File: src/rtl/fifo_pkg.sv
// Shared types and helpers for the credit-based fifo writer.
package fifo_pkg;

  typedef enum logic [1:0] {CTX_INIT, CTX_RUN, CTX_DRAIN} ctx_state_t;

  // Counter width able to hold every value 0..depth inclusive.
  function automatic int crd_w(input int depth);
    return $clog2(depth + 1);
  endfunction

endpackage

File: src/rtl/fifo_credit_tx_if.sv
// Upstream valid/ready plus remote fifo push/credit-return signals of fifo_credit_tx.
interface fifo_credit_tx_if #(
  parameter int WIDTH = 4
) ();
  logic             in_val;
  logic [WIDTH-1:0] in_dat;
  logic             in_rdy;
  logic             psh;
  logic [WIDTH-1:0] din;
  logic             crd_ret;

  // master: the credit writer itself; slave: upstream source plus remote fifo
  modport master (
    input  in_val, in_dat, crd_ret,
    output in_rdy, psh, din
  );

  modport slave (
    output in_val, in_dat, crd_ret,
    input  in_rdy, psh, din
  );
endinterface

File: src/rtl/fifo_credit_tx_ctr.sv
// Up/down credit counter, loads DEPTH on rst and saturates at DEPTH.
// Optional sticky overflow flag built only when FIFO_CREDIT_CHK_EN is defined.
module credit_ctr
  import fifo_pkg::*;
#(
  parameter int  DEPTH = 2,
  localparam int CRD_W = crd_w(DEPTH)
) (
  input  logic             clk,
  input  logic             rst,
  input  logic             inc,
  input  logic             dec,
  output logic [CRD_W-1:0] cnt,
  output logic             err
);

  localparam logic [CRD_W-1:0] CRD_FULL = CRD_W'(DEPTH);

  logic [CRD_W-1:0] cnt_q, cnt_d;

  always_comb begin
    cnt_d = cnt_q;
    if (inc && !dec) begin
      if (cnt_q != CRD_FULL) cnt_d = cnt_q + CRD_W'(1);
    end else if (dec && !inc) begin
      // dec is only ever asserted with cnt_q != 0
      cnt_d = cnt_q - CRD_W'(1);
    end
  end

  always_ff @(posedge clk) begin
    if (rst) cnt_q <= CRD_FULL;
    else     cnt_q <= cnt_d;
  end

  assign cnt = cnt_q;

`ifdef FIFO_CREDIT_CHK_EN
  logic err_q, err_d;

  always_comb begin
    err_d = err_q | (inc & ~dec & (cnt_q == CRD_FULL));
  end

  always_ff @(posedge clk) begin
    if (rst) err_q <= 1'b0;
    else     err_q <= err_d;
  end

  assign err = err_q;
`else
  assign err = 1'b0;
`endif

endmodule

File: src/rtl/fifo_credit_tx.sv
// Credit-based push side for a remote fifo of DEPTH entries; registered psh/din.
// Optional credit overflow checker: define FIFO_CREDIT_CHK_EN.
//
// state     | meaning
// CTX_INIT  | one cycle after reset, remote fifo leaving reset, in_rdy=0
// CTX_RUN   | accepting words while credits remain
// CTX_DRAIN | no accepts; wait for all credits back and no push in flight
module fifo_credit_tx
  import fifo_pkg::*;
#(
  parameter int  WIDTH = 4,
  parameter int  DEPTH = 2,
  localparam int CRD_W = crd_w(DEPTH)
) (
  input  logic             clk,
  input  logic             rst,
  fifo_credit_tx_if.master bus,
  input  logic             drain_req,
  output logic             drain_done,
  output logic [CRD_W-1:0] crd_cnt,
  output logic             idle,
  output logic             crd_err
);

  localparam logic [CRD_W-1:0] CRD_FULL = CRD_W'(DEPTH);

  ctx_state_t       state_q, state_d;
  logic             psh_q, psh_d;
  logic [WIDTH-1:0] din_q, din_d;
  logic             in_rdy;
  logic             accept;
  logic             drain_done_c;

  always_comb begin
    state_d      = state_q;
    in_rdy       = 1'b0;
    drain_done_c = 1'b0;
    case (state_q)
      CTX_INIT: state_d = CTX_RUN;
      CTX_RUN: begin
        in_rdy = (crd_cnt != '0);
        if (drain_req) state_d = CTX_DRAIN;
      end
      CTX_DRAIN: begin
        if (crd_cnt == CRD_FULL && !psh_q) begin
          state_d      = CTX_RUN;
          drain_done_c = 1'b1;
        end
      end
      default: state_d = CTX_INIT;
    endcase
  end

  assign accept = bus.in_val & in_rdy;

  always_comb begin
    psh_d = accept;
    din_d = accept ? bus.in_dat : din_q;
  end

  always_ff @(posedge clk) begin
    if (rst) begin
      state_q <= CTX_INIT;
      psh_q   <= 1'b0;
      din_q   <= '0;
    end else begin
      state_q <= state_d;
      psh_q   <= psh_d;
      din_q   <= din_d;
    end
  end

  // Credits are taken at accept so the register stage never oversubscribes the remote fifo.
  credit_ctr #(
    .DEPTH (DEPTH)
  ) u_credit_ctr (
    .clk (clk),
    .rst (rst),
    .inc (bus.crd_ret),
    .dec (accept),
    .cnt (crd_cnt),
    .err (crd_err)
  );

  assign bus.in_rdy = in_rdy;
  assign bus.psh    = psh_q;
  assign bus.din    = din_q;
  assign drain_done = drain_done_c;
  assign idle       = (crd_cnt == CRD_FULL) && !psh_q;

endmodule

File: src/flat_wrapper.sv
// flat-port wrapper written by rule: the top's interface ports become plain ports
module fifo_credit_tx_flat import fifo_pkg::*;
#(
  parameter int  WIDTH = 4,
  parameter int  DEPTH = 2,
  localparam int CRD_W = crd_w(DEPTH)
)
  (clk, rst, drain_req, drain_done, crd_cnt, idle, crd_err, bus_in_val, bus_in_dat, bus_crd_ret, bus_in_rdy, bus_psh, bus_din);
  fifo_credit_tx_if #(.WIDTH(WIDTH)) bus_i ();
  input  logic clk;
  input  logic rst;
  input  logic drain_req;
  output logic drain_done;
  output logic [CRD_W-1:0] crd_cnt;
  output logic idle;
  output logic crd_err;
  input wire logic [$bits(bus_i.in_val)-1:0] bus_in_val;
  input wire logic [$bits(bus_i.in_dat)-1:0] bus_in_dat;
  input wire logic [$bits(bus_i.crd_ret)-1:0] bus_crd_ret;
  output wire logic [$bits(bus_i.in_rdy)-1:0] bus_in_rdy;
  output wire logic [$bits(bus_i.psh)-1:0] bus_psh;
  output wire logic [$bits(bus_i.din)-1:0] bus_din;
  assign bus_i.in_val = bus_in_val;
  assign bus_i.in_dat = bus_in_dat;
  assign bus_i.crd_ret = bus_crd_ret;
  assign bus_in_rdy = bus_i.in_rdy;
  assign bus_psh = bus_i.psh;
  assign bus_din = bus_i.din;
  fifo_credit_tx #(.WIDTH(WIDTH), .DEPTH(DEPTH)) u_core (.clk(clk), .rst(rst), .bus(bus_i), .drain_req(drain_req), .drain_done(drain_done), .crd_cnt(crd_cnt), .idle(idle), .crd_err(crd_err));
endmodule
File: config.mk
export PLATFORM = sky130hd
export DESIGN_NAME = fifo_credit_tx_flat
export DESIGN_NICKNAME = d
export VERILOG_FILES = /design/src/rtl/fifo_pkg.sv /design/src/rtl/fifo_credit_tx_if.sv /design/src/rtl/fifo_credit_tx_ctr.sv /design/src/rtl/fifo_credit_tx.sv /design/src/flat_wrapper.sv
export SDC_FILE = /design/constraint.sdc
export NUM_CORES = 1
export LEC_CHECK = 0
export CAP_MARGIN = 15
export CORE_MARGIN = 5
export CORE_UTILIZATION = 34
export DETAILED_ROUTE_END_ITERATION = 8
export GPL_ROUTABILITY_DRIVEN = 0
export GPL_TIMING_DRIVEN = 0
export PLACE_DENSITY = 0.64
export SYNTH_ARGS = -nofsm -noshare
export SYNTH_HDL_FRONTEND = slang
export SYNTH_SLANG_ARGS = --single-unit
File: constraint.sdc
create_clock -name clk -period 3 [get_ports clk]
set_input_delay 0.6 -clock clk [delete_from_list [all_inputs] [get_ports clk]]
set_output_delay 0.6 -clock clk [all_outputs]
set_load 0.02 [all_outputs]
==> metrics.md, run 1 <==
| Metric | Value |
|---|---|
| IO Port Bufs | 18 |
| Worst clock skew | 0.009208 ns |
| Crit Path Max Fanout | 8 |
| Die span in x | 46.45 um |
| Vias post-DR | 399 |
| Status | finished clean |
| Number of iterations in the first detailed-routing pass | 2 |
| Initial antenna violation count | 0 |
| Avg Inst Size Synth | 9.819 um^2 |
| Max IR drop VDD | 0.2239 mV |
| Library cell used as clock root buffer | sky130_fd_sc_hd__clkbuf_4 |
| RSZ-0062 raised after global routing | false |
| Maximum Capacitance Violations | 0 |
| Net count of the mapped netlist | 55 |
| Filler Cell Count | 128 |
| Hold slack final | 0.4835 ns |
| Number of top-level pins | 20 |
| Proportion of layout cells with a drive suffix above 1 | 10.29% |
| Cell count of the worst reg-to-reg path | 3 |
| Kind of cell with the highest combined delay on the critical path | simple AND/OR/NAND/NOR gates |
| Leakage | 0.2662 nW |
| Standard-cell row count | 13 |
| Post-layout nets | 78 |
| Worst Hold Path EP | u_core.bus.din[0] |
| Routed Wire Length | 968 um |
| Number of diodes | 0 |
| TritonCTS clock tree | built |
| Critical R2R Capture | u_core.bus.din[0] |
| Total count of hold-check failures in the final report | 0 |
| Number of pins with negative max-slew slack in the final report | 0 |
| Number of buffers created by CTS | 3 |
| Area inside the core boundary | 0.001285 mm^2 |
| Critical path's largest stage delay | 0.63 ns |
| TritonCTS Sinks | 9 |
| Type of destination of the critical path | output pin |
| Part of the cycle the worst path needs | 85.46% |
| Global-route wire length before repair | 1545 um |
| Power density over the cells | 471.3 mW/mm^2 |
| Worst Hold Launch | u_core.bus.din[0] |
| Post-cts repair resize count | 0 |
| Timing-limited maximum frequency | 390.0 MHz |
| Yosys synthesis warning count | 0 |
| Number of cells produced by synthesis | 46 |
| Synth Register Bits | 9 |
| Number of levels in the clock H-tree | 1 |
| Min cycle time layout | 2.564 ns |
| Utilization after layout | 52.78% |
| Count of buffer and inverter cells on the critical path | 1 |
| Hold-critical path depth | 2 |
| CP cell instances | or3b_1 > nor3b_1 > clkdlybuf4s50_1 |
| Drt drc | 0 |
| Data required time of the worst path | 2.40 ns |
| Hold-fix buffers at CTS | 0 |
| Antenna-violating nets left | 0 |
| Post-synth cell types | 22 |
| Number of DRC markers after the initial detailed-route iteration | 2 |
| Data arrival, critical path | 1.96 ns |
| Detailed placement HPWL | 713 um |
| Maximum clock insertion buffer count | 2 |
| Later-pin clock latency in the skew report | 0.27 ns |
| Critical setup path kind | reg -> out |
| Clock edge transition at the registers on the reported setup and hold paths | 0.07 ns |
| Synthesis-to-layout area growth | 50.14% |
| Register-to-Register Setup Slack | 1.74 ns |
| FF+latch area | 180.2 um^2 |
| Worst-path cell with the longest stage delay | sky130_fd_sc_hd__clkdlybuf4s50_1 |
| Drt via density | 4.807 |
| # Post-CTS Setup Buffers | 0 |
| Average detailed-routed wire length per instance | 11.66 um |
| Die height | 46.45 um |
| Number of global-route vias before repair | 366 |
| Post-Syn Area | 451.7 um^2 |
| Area occupied by multi-input gates | 252.7 um^2 |
| Hold Crit Class | reg -> reg |
| Full die area | 0.002158 mm^2 |
| TNS Setup | 0 ns |
| Starting density of the core | 35.15% |
| Register area share after synthesis | 39.89% |
| Tot GR Track Use | 10.29% |
| Final setup vio count | 0 |
| Worst setup SP type | flop |
| Largest net degree at the start of global routing | 11 |
| GRT Residual Overflow | 0 |
| Start of the worst register-to-register path | u_core.u_credit_ctr.cnt[0] |
| Final Power | 0.0003196 W |
[routing by layer]
layer	global-route usage (%)	up-vias	part of all wire (%)
li1	-	208	-
met1	13.66	173	49
met2	15.38	16	42
met3	2.344	2	8.3
met4	5.114	0	0.93
met5	0	-	0
[placed cells by master (no fill, tap or decap), types with 2 or more instances in the layout]
cell type | netlist | layout
sky130_fd_sc_hd__clkdlybuf4s50_1 | 0 | 18
sky130_fd_sc_hd__dfxtp_1 | 9 | 9
sky130_fd_sc_hd__nand2b_1 | 8 | 8
sky130_fd_sc_hd__mux2i_1 | 4 | 4
sky130_fd_sc_hd__clkbuf_4 | 0 | 3
sky130_fd_sc_hd__inv_1 | 2 | 2
sky130_fd_sc_hd__nor2_1 | 2 | 2
sky130_fd_sc_hd__nor3b_1 | 2 | 2
sky130_fd_sc_hd__a21oi_1 | 2 | 2
sky130_fd_sc_hd__a211oi_1 | 2 | 2
sky130_fd_sc_hd__nand3b_1 | 2 | 2
[area by class of cell]
| type | count | area share, % |
|---|---|---|
| Clock inverter | 1 | 0.7380 |
| Tap cell | 15 | 2.768 |
| Clock buffer | 3 | 3.321 |
| Timing Repair Buffer | 18 | 26.57 |
| Buffer | 2 | 1.661 |
| Multi-Input combinational cell | 33 | 37.27 |
| Sequential cell | 9 | 26.57 |
| Inverter | 2 | 1.107 |
[worst min-delay path, stage by stage (launching register included)]
cell and delay, ns:
sky130_fd_sc_hd__dfxtp_1 0.31, sky130_fd_sc_hd__nand2b_1 0.06, sky130_fd_sc_hd__mux2i_1 0.06
[Yosys cell counts]
library cell,count,area share (%)
sky130_fd_sc_hd__a211oi_1,2,3.3
sky130_fd_sc_hd__dfxtp_1,9,40
sky130_fd_sc_hd__a311oi_1,1,1.9
sky130_fd_sc_hd__nand3b_1,2,3.3
sky130_fd_sc_hd__and4b_1,1,2.2
sky130_fd_sc_hd__nor3b_1,2,3.3
sky130_fd_sc_hd__a21oi_1,2,2.2
sky130_fd_sc_hd__buf_4,1,1.7
sky130_fd_sc_hd__mux2i_1,4,8.9
sky130_fd_sc_hd__nor3_1,1,1.1
sky130_fd_sc_hd__nor4_1,1,1.4
sky130_fd_sc_hd__conb_1,1,0.83
sky130_fd_sc_hd__or3b_1,1,1.9
sky130_fd_sc_hd__inv_1,2,1.7
sky130_fd_sc_hd__nand3b_4,1,4.4
sky130_fd_sc_hd__or3_1,1,1.4
sky130_fd_sc_hd__clkbuf_1,1,0.83
sky130_fd_sc_hd__nor2_1,2,1.7
sky130_fd_sc_hd__o21a_1,1,1.7
sky130_fd_sc_hd__nand2b_1,8,11
sky130_fd_sc_hd__a221oi_2,1,3.3
sky130_fd_sc_hd__xnor2_1,1,1.9
[stage by stage]
stage | setup slack [ns] | cells | cell area (um^2)
CTS | 0.4412 | 83 | 678.2
floorplan | 0.9388 | 46 | 451.7
detailed placement | 0.7408 | 79 | 650.6
global route | 0.3128 | 83 | 678.2
global placement | 0.7351 | 79 | 650.6
finish | 0.4362 | 83 | 678.2
[where the power goes]
part / internal, W / total (W) / switching (W)
registers: 0.000128 / 0.000138 / 0.0000101
clock network: 0.0000493 / 0.0000963 / 0.0000470
logic: 0.0000459 / 0.0000853 / 0.0000395
total: 0.000223 / 0.000320 / 0.0000965
[state kept, by name (all words and copies together), names as in the netlist]
signal / cells
u_core.bus.din: 4
u_core.state_q: 2
u_core.u_credit_ctr.cnt: 2
u_core.bus.psh: 1
[cells by family after synthesis]
kind of cell	count (synthesis)	share of synthesized area, %
other cells	1	0.8302
simple gates	20	31.86
compound gates	7	12.46
xor+xnor	1	1.939
mux	4	8.865
flops	9	39.89
buf+inv	4	4.156
[worst max-delay path by stage]
stage,to,cells after the start,start,slack [ns]
floorplan,drain_done,2,u_core.u_credit_ctr.cnt[1],0.94
global placement,drain_done,3,u_core.u_credit_ctr.cnt[0],0.74
detailed placement,drain_done,3,u_core.u_credit_ctr.cnt[0],0.74
CTS,drain_done,3,u_core.u_credit_ctr.cnt[0],0.44
global route,drain_done,3,u_core.u_credit_ctr.cnt[0],0.31
finish,drain_done,3,u_core.u_credit_ctr.cnt[0],0.44
Note: power is estimated with default switching activity, not from simulation.
==> inputs of run 2 (changes only) <==
--- a/config.mk
+++ b/config.mk
@@ -7,11 +7,11 @@
 export LEC_CHECK = 0
 export CAP_MARGIN = 15
 export CORE_MARGIN = 5
-export CORE_UTILIZATION = 34
+export CORE_UTILIZATION = 30
 export DETAILED_ROUTE_END_ITERATION = 8
 export GPL_ROUTABILITY_DRIVEN = 0
 export GPL_TIMING_DRIVEN = 0
-export PLACE_DENSITY = 0.64
+export PLACE_DENSITY = 0.58
 export SYNTH_ARGS = -nofsm -noshare
 export SYNTH_HDL_FRONTEND = slang
 export SYNTH_SLANG_ARGS = --single-unit
==> metrics.md, run 2 (synthesis gave the netlist of run 1 again) <==
| Metric | Value |
|---|---|
| Number of top-level pins | 20 (unchanged) |
| Detailed placement HPWL | 730.2 um (+2.4%) |
| Hold Crit Class | reg -> reg |
| Worst setup SP type | flop |
| Worst slack, placed | 0.7334 ns (-0.007358 ns) |
| Area inside the core boundary | 0.001471 mm^2 (+15%) |
| Part of the cycle the worst path needs | 85.36% (-0.099 points) |
| TritonCTS clock tree | built |
| Final Power | 0.0003196 W (about the same) |
| Maximum Capacitance Violations | 0 (unchanged) |
| Fin area | 678.2 um^2 (unchanged) |
| Initial antenna violation count | 0 (unchanged) |
| Utilization after layout | 46.09% (-6.7 points) |
| TNS Setup | 0 ns (unchanged) |
| Number of diodes | 0 (unchanged) |
| Worst clock skew | 0.005848 ns (-0.003360 ns) |
| Average detailed-routed wire length per instance | 11.85 um (+1.6%) |
| Standard-cell row count | 14 (+1) |
| Post-DP Area | 651.9 um^2 (+0.19%) |
| Post-cts repair resize count | 0 (unchanged) |
| Timing-limited maximum frequency | 390.5 MHz (+0.12%) |
| Antenna-violating nets left | 0 (unchanged) |
| Maximum clock insertion buffer count | 2 (unchanged) |
| Number of levels in the clock H-tree | 1 (unchanged) |
| Later-pin clock latency in the skew report | 0.27 ns (about the same) |
| Synthesis-to-layout area growth | 50.14% (unchanged) |
| Number of pins with negative max-slew slack in the final report | 0 (unchanged) |
| Max reg flops | 4 (unchanged) |
| TritonCTS Sinks | 9 (unchanged) |
| Largest net degree at the start of global routing | 11 (unchanged) |
| Number of iterations in the first detailed-routing pass | 1 (-1) |
| Data required time of the worst path | 2.40 ns (about the same) |
| Min cycle time layout | 2.561 ns (-0.002984 ns) |
| Most common cell after layout, fill and taps aside | sky130_fd_sc_hd__clkdlybuf4s50_1 |
| Number of DRC markers after the initial detailed-route iteration | 0 (-2) |
| Leakage | 0.2634 nW (-1.0%) |
| IO Port Bufs | 18 (unchanged) |
| Die span in x | 48.80 um (+5.1%) |
| Starting density of the core | 30.70% (-4.5 points) |
| Proportion of layout cells with a drive suffix above 1 | 8.824% (-1.5 points) |
| Post-layout nets | 78 (unchanged) |
| Post-route worst setup slack | 0.4392 ns (+0.002984 ns) |
| Tot GR Track Use | 9.108% (-1.2 points) |
| Final setup vio count | 0 (unchanged) |
| Total count of hold-check failures in the final report | 0 (unchanged) |
| Worst-path cell with the longest stage delay | sky130_fd_sc_hd__clkdlybuf4s50_1 |
| Max IR drop VDD | 0.2169 mV (-3.1%) |
| Number of global-route vias before repair | 385 (+5.2%) |
| Library cell used as clock root buffer | sky130_fd_sc_hd__clkbuf_4 |
| Hold-fix buffers at CTS | 0 (unchanged) |
| Drt via density | 4.607 (-4.2%) |
| Critical path's largest stage delay | 0.63 ns (about the same) |
| Crit Path Max Fanout | 6 (-2) |
| Die height | 48.80 um (+5.1%) |
| Drt drc | 0 (unchanged) |
| Commonest non-fill, non-tap cells in the layout | sky130_fd_sc_hd__clkdlybuf4s50_1 (18), sky130_fd_sc_hd__dfxtp_1 (9), sky130_fd_sc_hd__nand2b_1 (8) |
| Full die area | 0.002381 mm^2 (+10%) |
| Global-route wire length before repair | 1711 um (+11%) |
| Clock edge transition at the registers on the reported setup and hold paths | 0.06 ns (about the same) |
| Routed Wire Length | 995 um (+2.8%) |
| Type of destination of the critical path | output pin |
| Status | finished clean |
| # Post-CTS Setup Buffers | 0 (unchanged) |
| Power density over the cells | 471.3 mW/mm^2 (about the same) |
| CP cell instances | or3b_1 > nor3b_1 > clkdlybuf4s50_1 |
| Data arrival, critical path | 1.96 ns (about the same) |
| GRT Residual Overflow | 0 (unchanged) |
| Vias post-DR | 387 (-3.0%) |
| Critical setup path kind | reg -> out |
| RSZ-0062 raised after global routing | false |
| Number of buffers created by CTS | 3 (unchanged) |
run 2: cell count changes in the layout (fill, tap and decap cells not counted):
cell	before	now
sky130_fd_sc_hd__clkbuf_1	1	2
sky130_fd_sc_hd__clkinv_2	1	0
run 2: area by class of cell:
type	count	area, um^2
plain buffers	2	11.26
clock buffers	4	26.28
flip-flops and latches	9	180.2
fillers	159	793.3
repair buffers	18	180.2
well taps	16	20.02
inverters	2	7.507
multi-input cells	33	252.7
run 2: power by group:
part           internal [W]  leakage, nW  switching, W
clock             0.0000514       0.0150     0.0000447
sequential         0.000128       0.0737     0.0000103
combinational     0.0000459        0.175     0.0000394
total              0.000225        0.263     0.0000944
run 2: worst paths after layout:
| path | slack [ns] | endpoint | start | cells past startpoint |
|---|---|---|---|---|
| min reg2reg | 0.48 | u_core.bus.din[0] | u_core.bus.din[0] | 2 |
| max reg2reg | 1.73 | u_core.bus.din[2] | u_core.u_credit_ctr.cnt[0] | 3 |
| min | 0.48 | u_core.bus.din[0] | u_core.bus.din[0] | 2 |
| max | 0.44 | drain_done | u_core.u_credit_ctr.cnt[1] | 3 |
run 2: routing by layer:
layer / global-route usage [%] / wire [um]
met5: 0 / 0
met2: 12.17 / 392
met4: 6.726 / 30
met3: 3.364 / 100
met1: 11.67 / 471
run 2: worst max-delay path, delay by kind of cell (launching register included):
kind | cells | cell delay, ns
and+or+nand+nor | 2 | 0.64
buffers and inverters | 1 | 0.63
DFF | 1 | 0.42
run 2: stage by stage:
stage,instances,hold WS (ns)
after floorplan,46,0.5047
after global placement,80,0.4663
after detailed placement,80,0.4731
after CTS,84,0.4837
after global routing,84,0.5116
final,84,0.4803
